File: config.mk
export PLATFORM = sky130hd
export DESIGN_NAME = sparc_window_ctrl
export DESIGN_NICKNAME = d
export VERILOG_FILES = /design/src/rtl/sparc_window_ctrl.sv
export SDC_FILE = /design/constraint.sdc
export NUM_CORES = 1
export LEC_CHECK = 0
export BUFFER_PORTS_ARGS = -buffer_cell sky130_fd_sc_hd__buf_2
export CORE_MARGIN = 2
export CORE_UTILIZATION = 44
export CTS_CLUSTER_SIZE = 8
export DETAILED_ROUTE_END_ITERATION = 12
export PLACE_DENSITY = 0.73
export SLEW_MARGIN = 5
export SYNTH_ARGS = -nofsm -noshare
export SYNTH_HDL_FRONTEND = slang
export SYNTH_SLANG_ARGS = --single-unit
File: constraint.sdc
create_clock -name Clk -period 1.7 [get_ports Clk]
set_input_delay 0.255 -clock Clk [delete_from_list [all_inputs] [get_ports Clk]]
set_output_delay 0.255 -clock Clk [all_outputs]
set_load 0.05 [all_outputs]
File: src/rtl/sparc_window_ctrl.sv
// Register-window manager: owns CWP/WIM, executes SAVE/RESTORE, raises window
// overflow/underflow traps and sequences trap entry and RETT.
module sparc_window_ctrl #(
  parameter int unsigned NWIN  = 4,
  parameter int unsigned CWP_W = 2
) (
  input  logic             Clk,
  input  logic             Reset,
  input  logic             Save,
  input  logic             Restore,
  input  logic             WrPsr,
  input  logic [CWP_W-1:0] PsrCwpIn,
  input  logic             WrWim,
  input  logic [NWIN-1:0]  WimIn,
  input  logic             TrapAck,
  input  logic             Rett,
  output logic [CWP_W-1:0] CWP,
  output logic [NWIN-1:0]  WIM,
  output logic             Trap,
  output logic [1:0]       TrapType,
  output logic             Busy,
  output logic             Done,
  output logic             Err
);

  typedef enum logic [1:0] {
    StIdle,
    StTrap,
    StHandler
  } state_e;

  localparam logic [1:0]      TtNone      = 2'b00;
  localparam logic [1:0]      TtOverflow  = 2'b01;
  localparam logic [1:0]      TtUnderflow = 2'b10;
  localparam logic [NWIN-1:0] WimRst      = NWIN'(2);

  state_e           state_q, state_d;
  logic [CWP_W-1:0] cwp_q, cwp_d;
  logic [NWIN-1:0]  wim_q, wim_d;
  logic             trap_q, trap_d;
  logic [1:0]       trap_type_q, trap_type_d;
  logic             done_q, done_d;
  logic             err_q, err_d;

  logic [CWP_W-1:0] cwp_dec;
  logic [CWP_W-1:0] cwp_inc;
  logic             dec_invalid;
  logic             inc_invalid;

  // NWIN is a power of two, so natural CWP_W-bit wrap gives modulo-NWIN arithmetic.
  assign cwp_dec     = cwp_q - CWP_W'(1);
  assign cwp_inc     = cwp_q + CWP_W'(1);
  assign dec_invalid = wim_q[cwp_dec];
  assign inc_invalid = wim_q[cwp_inc];

  always_comb begin
    state_d     = state_q;
    cwp_d       = cwp_q;
    // WIM writes land in every state; a same-cycle SAVE/RESTORE checks wim_q.
    wim_d       = WrWim ? WimIn : wim_q;
    trap_d      = trap_q;
    trap_type_d = trap_type_q;
    done_d      = 1'b0;
    err_d       = 1'b0;

    unique case (state_q)
      StIdle: begin
        if (WrPsr) begin
          cwp_d = PsrCwpIn;
          err_d = Save | Restore;
        end else if (Save && Restore) begin
          err_d = 1'b1;
        end else if (Save) begin
          if (dec_invalid) begin
            trap_d      = 1'b1;
            trap_type_d = TtOverflow;
            state_d     = StTrap;
          end else begin
            cwp_d  = cwp_dec;
            done_d = 1'b1;
          end
        end else if (Restore) begin
          if (inc_invalid) begin
            trap_d      = 1'b1;
            trap_type_d = TtUnderflow;
            state_d     = StTrap;
          end else begin
            cwp_d  = cwp_inc;
            done_d = 1'b1;
          end
        end
      end

      StTrap: begin
        if (TrapAck) begin
          cwp_d       = cwp_dec;
          trap_d      = 1'b0;
          trap_type_d = TtNone;
          state_d     = StHandler;
        end
      end

      StHandler: begin
        err_d = Save | Restore;
        if (Rett) begin
          cwp_d   = WrPsr ? PsrCwpIn : cwp_inc;
          state_d = StIdle;
        end else if (WrPsr) begin
          cwp_d = PsrCwpIn;
        end
      end

      default: begin
        state_d     = StIdle;
        trap_d      = 1'b0;
        trap_type_d = TtNone;
      end
    endcase
  end

  always_ff @(posedge Clk or posedge Reset) begin
    if (Reset) begin
      state_q     <= StIdle;
      cwp_q       <= '0;
      wim_q       <= WimRst;
      trap_q      <= 1'b0;
      trap_type_q <= TtNone;
      done_q      <= 1'b0;
      err_q       <= 1'b0;
    end else begin
      state_q     <= state_d;
      cwp_q       <= cwp_d;
      wim_q       <= wim_d;
      trap_q      <= trap_d;
      trap_type_q <= trap_type_d;
      done_q      <= done_d;
      err_q       <= err_d;
    end
  end

  assign CWP      = cwp_q;
  assign WIM      = wim_q;
  assign Trap     = trap_q;
  assign TrapType = trap_type_q;
  assign Busy     = (state_q != StIdle);
  assign Done     = done_q;
  assign Err      = err_q;

endmodule

==> flow_summary.json, run 1 <==
{
  "outcome": "complete, but fails checks",
  "violations": "negative hold slack, negative setup slack",
  "hpwlAfterDp_mm": 1.56,
  "syn_inst": 85,
  "path_class": "flip-flop to flip-flop",
  "place.gp.congestion": 0.871,
  "crit_fanout": 4,
  "finalSetupTns_ns": -0.0954,
  "synth_top_area_frac": 0.357,
  "ys_seq_area_frac": 0.388,
  "grt.overflow.total": 0,
  "ys_ff_latch": 13,
  "synth_flop_cell": "dfrtp_1",
  "synth.distinct_cells": 31,
  "area_growth_pct": 48.6,
  "syn_nets": 103,
  "track_usage": 0.189,
  "r2r-end": "CWP[0]$_DFFE_PP0P_",
  "synth_top_cell_by_area": "dfrtp_1",
  "hold_path.class": "input port to async pin",
  "grt_first_pass_wirelength_mm": 2.97,
  "drc": 0,
  "coreArea_mm2": 0.00176,
  "cts_tree": "yes",
  "powerDensity_mw_per_mm2": 2170,
  "cp_cell_sequence": "inv_2, ha_4, nor3b_4, nor3_4, a32oi_4, a311oi_2, a21oi_1",
  "diodes": 0,
  "setup_viol": 3,
  "fin_crit_ns": 1.76,
  "yosys_warnings": 0,
  "netlist_top_cells_area": "dfrtp_1, mux2_2, ha_1",
  "fin_worst_hold_slack_ns": -0.0221,
  "clk_root_buffer_cell": "clkbuf_4",
  "grt_start_max_net_pins": 14,
  "reg2reg_slack_ns": -0.06,
  "clk_path_buf_depth": 2,
  "htreeDepth": 1,
  "clock_skew_ns": 0.00763,
  "cp_slowest_cell": "dfrtp_1",
  "maxSlewViolCount": 0,
  "clk_pin_slew_worst_paths_ns": 0.09,
  "fillCellCount": 148,
  "fp.dieH_um": 47.7,
  "p_leak_nw": 0.589,
  "max_stage_delay_ns": 0.43,
  "portBuffers": 25,
  "drive_above_1_share": 0.581,
  "synth_edf_count": 0,
  "rsz0062_at_grt": "true",
  "worstPathArrival_ns": 1.92,
  "worstSetupEndpointType": "flip-flop",
  "vias_per_cell": 5.37,
  "io_pins": 26,
  "ir_drop_mv": 1.18,
  "r2r_start": "state_q[0]$_DFFE_PP0P_",
  "finalNetCount": 143,
  "die_area_mm2": 0.00228,
  "rows": 15,
  "cts_sinks": 13,
  "worst_slack_ns": -0.0630,
  "vias": 800,
  "min_period_over_period": 1.04,
  "ctsHoldBuffers": 0,
  "grt_pass1_vias": 726,
  "avgSynthCellArea_um2": 9.91,
  "worst_pin_slew_ns": 0.497,
  "first_iter_violations": 8,
  "start_util": 0.477,
  "synthesis.area_um2": 842,
  "reg2reg_depth": 7,
  "numCtsBuffers": 3,
  "clock_latency_ns": 0.28,
  "crit_required_ns": 1.86,
  "yosysMostFrequentCell": "dfrtp_1",
  "synthTopCellsByCount": "dfrtp_1, inv_1, nand2_1, nor2_1, mux2_2",
  "final_antenna_net_count": 0,
  "maxCapViolations": 0,
  "routed_wirelength_mm": 2.27,
  "antenna_found_initial": 0,
  "fp.dieW_um": 47.7,
  "routedWlPerCell_um": 15.2,
  "cp-start-kind": "flip-flop",
  "hold_viol_final": 12,
  "dr.pass1.iters": 5,
  "slew_headroom": 0.668,
  "fmax_mhz": 567,
  "synthArstFlopShare": 1.00
}
==> registers in the layout, indices dropped and copies added (netlist names) <==
signal    flops
Done          1
WIM           4
CWP           2
Err           1
Trap          1
state_q       2
TrapType      2
==> critical path, delay by kind of cell (launching register included) <==
kind                       cells  cell delay [ns]
DFF                            1             0.43
AOI/OAI and AO/OA              3             0.51
and+or+nand+nor                2             0.42
adders and majority gates      1             0.17
buffers and inverters          1             0.11
==> per-stage QoR <==
step	setup slack [ns]	instances	power (mW)	util	area (µm²)
finish	-0.0630	149	2.71	0.709	1250
global route	-0.127	149	2.86	0.709	1250
global placement	-0.0366	143	2.03	0.603	1060
CTS	-0.0266	147	2.30	0.628	1110
floorplan	-0.0733	85	1.63	-	851
detailed placement	-0.142	143	2.07	0.603	1060
==> where the power goes <==
group / switching, mW / internal, mW
registers: 0.0860 / 0.422
logic: 1.13 / 0.875
clock network: 0.110 / 0.0910
==> cell usage in the layout (no fill, tap or decap), drive strengths merged <==
cell type / count
dfstp: 1
nand2: 6
xor2: 3
nor3: 1
mux2: 7
nor2b: 2
o22ai: 1
o31ai: 3
mux2i: 4
inv: 9
nand2b: 1
dfrtp: 12
a211oi: 3
ha: 4
clkbuf: 5
a32oi: 1
buf: 37
a311oi: 1
xnor2: 1
o21ai: 4
a21oi: 3
or2: 1
and2: 1
and3: 1
a31oi: 2
nor2: 7
o22a: 2
nor3b: 1
==> worst max-delay path by stage <==
stage	start	endpoint	slack, ns	depth (start not counted)
after global routing	state_q[0]$_DFFE_PP0P_	CWP[0]$_DFFE_PP0P_	-0.13	7
final	state_q[0]$_DFFE_PP0P_	CWP[0]$_DFFE_PP0P_	-0.06	7
after floorplan	WIM[1]$_DFFE_PP1P_	TrapType[1]$_DFFE_PP0P_	-0.07	5
after detailed placement	state_q[0]$_DFFE_PP0P_	CWP[0]$_DFFE_PP0P_	-0.14	7
after global placement	state_q[0]$_DFFE_PP0P_	CWP[1]$_DFFE_PP0P_	-0.04	7
after CTS	state_q[0]$_DFFE_PP0P_	TrapType[1]$_DFFE_PP0P_	-0.03	7
==> final cells by class <==
class,count,area (µm²),area share
inverters,9,33.8,0.0270
repair buffers,38,233,0.186
clock buffers,4,26.3,0.0210
well taps,25,31.3,0.0250
multi-input cells,60,598,0.478
flip-flops and latches,13,329,0.263
==> layer usage <==
metal	track usage	part of all wire
met4	0.0865	0.017
met2	0.320	0.53
met3	0.0453	0.048
met5	0	0
met1	0.224	0.40
==> what timing repair did <==
action	in CTS	in global routing
buffers inserted	0	2
endpoints found under the setup margin	6	8
resized for setup	4	26
pin swaps	2	8
==> kinds of logic (layout without fill, tap and decap cells) <==
group,after synthesis,after routing,share of synthesized area
AND/OR/NAND/NOR,21,21,0.129
AO/OA/AOI/OAI,20,20,0.168
flip-flops,13,13,0.388
buffers and inverters,12,51,0.0639
multiplexers,11,11,0.150
adder cells (fa/ha/maj),4,4,0.0594
XOR/XNOR,4,4,0.0416
Power figures use the tool's default switching activity.
==> run 2, diff against run 1 <==
--- a/config.mk
+++ b/config.mk
@@ -11,6 +11,7 @@
 export CTS_CLUSTER_SIZE = 8
 export DETAILED_ROUTE_END_ITERATION = 12
 export PLACE_DENSITY = 0.73
+export SETUP_SLACK_MARGIN = 0.02
 export SLEW_MARGIN = 5
 export SYNTH_ARGS = -nofsm -noshare
 export SYNTH_HDL_FRONTEND = slang
==> flow_summary.json, run 2 (same netlist as run 1, synthesis figures left out) <==
{
  "maxSlewViolCount": 0,
  "vias_per_cell": 5.45,
  "dr.pass1.iters": 6,
  "rows": 15,
  "cts_tree": "yes",
  "cp-start-kind": "flip-flop",
  "io_pins": 26,
  "finalNetCount": 144,
  "final_antenna_net_count": 0,
  "r2r_start": "state_q[1]$_DFFE_PP0P_",
  "hold_path.class": "input port to async pin",
  "hpwlAfterDp_mm": 1.56,
  "clk_pin_slew_worst_paths_ns": 0.09,
  "crit_fanout": 4,
  "hold_viol_final": 12,
  "first_iter_violations": 27,
  "setup_viol": 3,
  "ctsHoldBuffers": 0,
  "reg2reg_slack_ns": -0.06,
  "worstPathArrival_ns": 1.92,
  "total_power_mw": 2.76,
  "fin_worst_hold_slack_ns": -0.0157,
  "coreArea_mm2": 0.00176,
  "ir_drop_mv": 1.36,
  "fp.dieH_um": 47.7,
  "finalSetupTns_ns": -0.0702,
  "worst_pin_slew_ns": 0.503,
  "drc": 0,
  "crit_required_ns": 1.86,
  "grt_first_pass_wirelength_mm": 3.03,
  "largest_register_ffs": 4,
  "powerDensity_mw_per_mm2": 2210,
  "outcome": "complete, but fails checks",
  "p_leak_nw": 0.592,
  "slew_headroom": 0.664,
  "min_period_over_period": 1.03,
  "pre_cts_slack_ns": -0.142,
  "clock_latency_ns": 0.28,
  "routed_wirelength_mm": 2.39,
  "final_common_cell": "buf_2",
  "grt_start_max_net_pins": 14,
  "antenna_found_initial": 0,
  "htreeDepth": 1,
  "placed_area_mm2": 0.00106,
  "fp.dieW_um": 47.7,
  "rsz0062_at_grt": "true",
  "portBuffers": 25,
  "area_growth_pct": 48.6,
  "grt.overflow.total": 0,
  "start_util": 0.477,
  "worstSetupEndpointType": "flip-flop",
  "drive_above_1_share": 0.592,
  "cts_sinks": 13,
  "design_area_mm2": 0.00125,
  "reg2reg_depth": 7,
  "violations": "negative hold slack, negative setup slack",
  "die_area_mm2": 0.00228,
  "vias": 817,
  "track_usage": 0.196,
  "place.gp.congestion": 0.871,
  "worst_slack_ns": -0.0581,
  "diodes": 0,
  "path_class": "flip-flop to flip-flop",
  "clk_root_buffer_cell": "clkbuf_4",
  "fmax_mhz": 569,
  "r2r-end": "CWP[0]$_DFFE_PP0P_",
  "clock_skew_ns": 0.00428,
  "maxCapViolations": 0,
  "grt_pass1_vias": 736,
  "clk_path_buf_depth": 2,
  "fillCellCount": 145,
  "fin_crit_ns": 1.76,
  "final_cell_mix": "buf_2, buf_4, dfrtp_1",
  "numCtsBuffers": 3,
  "routedWlPerCell_um": 15.9
}
run 2: changes by cell type in the layout (fill, tap and decap cells not counted), sizes merged:
cell,previous run,this run
buf,37,39
clkbuf,5,4
run 2: worst max-delay path by stage:
| stage | cells after the start | start | to |
|---|---|---|---|
| after floorplan | 5 | WIM[1]$_DFFE_PP1P_ | TrapType[1]$_DFFE_PP0P_ |
| after global placement | 7 | state_q[0]$_DFFE_PP0P_ | CWP[1]$_DFFE_PP0P_ |
| after detailed placement | 7 | state_q[0]$_DFFE_PP0P_ | CWP[0]$_DFFE_PP0P_ |
| after CTS | 7 | state_q[0]$_DFFE_PP0P_ | CWP[0]$_DFFE_PP0P_ |
| after global routing | 8 | state_q[1]$_DFFE_PP0P_ | CWP[0]$_DFFE_PP0P_ |
| final | 7 | state_q[1]$_DFFE_PP0P_ | CWP[0]$_DFFE_PP0P_ |
run 2: per-layer routing:
layer	track usage	wire (µm)
met2	0.323	1260
met1	0.233	977
met3	0.0453	92
met5	0	0
met4	0.108	59
run 2: report_power, final:
group	total, mW	internal [mW]	leakage (nW)	switching, mW
Sequential	0.502	0.422	0.158	0.0802
Combinational	2.06	0.909	0.420	1.15
Clock	0.202	0.0909	0.0150	0.111
run 2: stage by stage:
stage,instances,util
6_report,150,0.709
5_1_grt,150,0.709
4_1_cts,147,0.640
3_5_place_dp,143,0.603
3_3_place_gp,143,0.603
2_1_floorplan,85,-
run 2: worst max-delay path, cell delays in order (launching register included):
cell	delay, ns
dfrtp_1	0.41
buf_4	0.14
ha_2	0.20
nor2b_4	0.16
o31ai_4	0.28
a32oi_4	0.10
a311oi_2	0.27
a21oi_1	0.08
run 2: cell type report:
class,count,area [µm²],share of cell area
Timing Repair Buffer,39,240,0.192
Multi-Input combinational cell,60,591,0.472
Tap cell,25,31.3,0.0250
Sequential cell,13,329,0.263
Inverter,9,33.8,0.0270
Clock buffer,4,26.3,0.0210
run 2: what timing repair did:
item,4_1_cts,5_1_grt
pin swaps,2,7
setup endpoints to repair,7,7
buffers inserted,0,3
gates resized for setup,10,20
==> run 3, diff against run 2 <==
--- a/config.mk
+++ b/config.mk
@@ -16,3 +16,4 @@
 export SYNTH_ARGS = -nofsm -noshare
 export SYNTH_HDL_FRONTEND = slang
 export SYNTH_SLANG_ARGS = --single-unit
+export TNS_END_PERCENT = 50
==> flow_summary.json, run 3 (same netlist as run 1, synthesis figures left out) <==
{
  "area_growth_pct": 49.9,
  "routed_wirelength_mm": 2.29,
  "place.gp.congestion": 0.871,
  "maxSlewViolCount": 0,
  "numCtsBuffers": 3,
  "cts_tree": "yes",
  "setup_viol": 4,
  "rsz0062_at_grt": "true",
  "drc": 0,
  "fin_cells": 150,
  "min_period_over_period": 1.04,
  "coreArea_mm2": 0.00176,
  "track_usage": 0.196,
  "antenna_found_initial": 0,
  "clk_path_buf_depth": 2,
  "fin_crit_ns": 1.76,
  "fin_util": 0.716,
  "grt_start_max_net_pins": 14,
  "fp.dieW_um": 47.7,
  "grt_pass1_vias": 732,
  "path_class": "flip-flop to flip-flop",
  "diodes": 0,
  "final_cell_mix": "buf_2, buf_4, dfrtp_1",
  "dr.pass1.iters": 4,
  "p_leak_nw": 0.594,
  "maxCapViolations": 0,
  "clock_latency_ns": 0.28,
  "ir_drop_mv": 1.46,
  "multi_input_area_um2": 602,
  "r2r_start": "state_q[0]$_DFFE_PP0P_",
  "crit_required_ns": 1.86,
  "hold_path.class": "input port to async pin",
  "vias_per_cell": 5.40,
  "fin_worst_hold_slack_ns": -0.0169,
  "hpwlAfterDp_mm": 1.56,
  "final_antenna_net_count": 0,
  "ctsHoldBuffers": 0,
  "clock_skew_ns": 0.00751,
  "cts_sinks": 13,
  "grt_first_pass_wirelength_mm": 3.04,
  "largest_register_ffs": 4,
  "slew_headroom": 0.667,
  "io_pins": 26,
  "worst_pin_slew_ns": 0.499,
  "grt.overflow.total": 0,
  "rows": 15,
  "worst_slack_ns": -0.0644,
  "reg2reg_slack_ns": -0.06,
  "pre_cts_slack_ns": -0.142,
  "worstPathArrival_ns": 1.92,
  "final_common_cell": "buf_2",
  "reg2reg_depth": 7,
  "htreeDepth": 1,
  "clk_root_buffer_cell": "clkbuf_4",
  "portBuffers": 25,
  "vias": 810,
  "regArea_um2": 329,
  "startpoint": "state_q[0]$_DFFE_PP0P_",
  "drive_above_1_share": 0.592,
  "routedWlPerCell_um": 15.3,
  "clk_pin_slew_worst_paths_ns": 0.09,
  "crit_fanout": 4,
  "fillCellCount": 147,
  "outcome": "complete, but fails checks",
  "hold_viol_final": 12,
  "first_iter_violations": 6,
  "finalNetCount": 144,
  "start_util": 0.477,
  "place_inst": 143,
  "die_area_mm2": 0.00228,
  "worstSetupEndpointType": "flip-flop",
  "cp-start-kind": "flip-flop",
  "powerDensity_mw_per_mm2": 2190,
  "violations": "negative hold slack, negative setup slack",
  "fmax_mhz": 567,
  "r2r-end": "CWP[0]$_DFFE_PP0P_",
  "fp.dieH_um": 47.7
}
## run 3: cell counts in the layout (fill, tap and decap cells not counted)
Identical to the previous run, type by type.
## run 3: repair_timing
action	CTS	global route
setup endpoints to repair	7	8
pin swaps	2	9
setup buffers	0	3
gates resized for setup	9	24
## run 3: worst max path at each step
stage and endpoint:
3_3_place_gp CWP[1]$_DFFE_PP0P_, 5_1_grt CWP[0]$_DFFE_PP0P_, 2_1_floorplan TrapType[1]$_DFFE_PP0P_, 4_1_cts CWP[0]$_DFFE_PP0P_
3_5_place_dp CWP[0]$_DFFE_PP0P_, 6_report CWP[0]$_DFFE_PP0P_
## run 3: worst max-delay path: stages, from the launching register on
cell and delay [ns]:
dfrtp_1 0.43, inv_2 0.10, ha_2 0.23, nor2b_4 0.16, o31ai_4 0.28, a32oi_4 0.10, a311oi_2 0.29, a21oi_2 0.05
## run 3: routing by layer
layer / global-route usage / wire [µm] / vias to the layer above
li1: - / - / 381
met1: 0.231 / 981 / 394
met2: 0.323 / 1140 / 27
met3: 0.0453 / 86 / 8
met4: 0.119 / 88 / 0
met5: 0 / 0 / -
## run 3: final cells by class
type | instances | area share
tap | 25 | 0.0248
sequential | 13 | 0.261
inverter | 9 | 0.0268
timing repair buffer | 39 | 0.190
multi-input combinational | 60 | 0.477
clock buffer | 4 | 0.0208
## run 3: per-stage QoR
step / hold WS [ns] / TNS, ns / power, mW / area (µm²)
after CTS: 0.00653 / 0 / 2.33 / 1130
final: -0.0169 / -0.148 / 2.77 / 1260
after global placement: 0.313 / -0.116 / 2.03 / 1060
after global routing: 0.0216 / -0.580 / 2.92 / 1260
after detailed placement: 0.311 / -0.509 / 2.07 / 1060
after floorplan: 0.131 / -0.0733 / 1.63 / 851
## run 3: power breakdown
| part | switching (mW) | leakage [nW] | internal [mW] | total (mW) |
|---|---|---|---|---|
| logic | 1.14 | 0.422 | 0.921 | 2.06 |
| clock network | 0.108 | 0.0150 | 0.0908 | 0.199 |
| registers | 0.0873 | 0.158 | 0.422 | 0.509 |
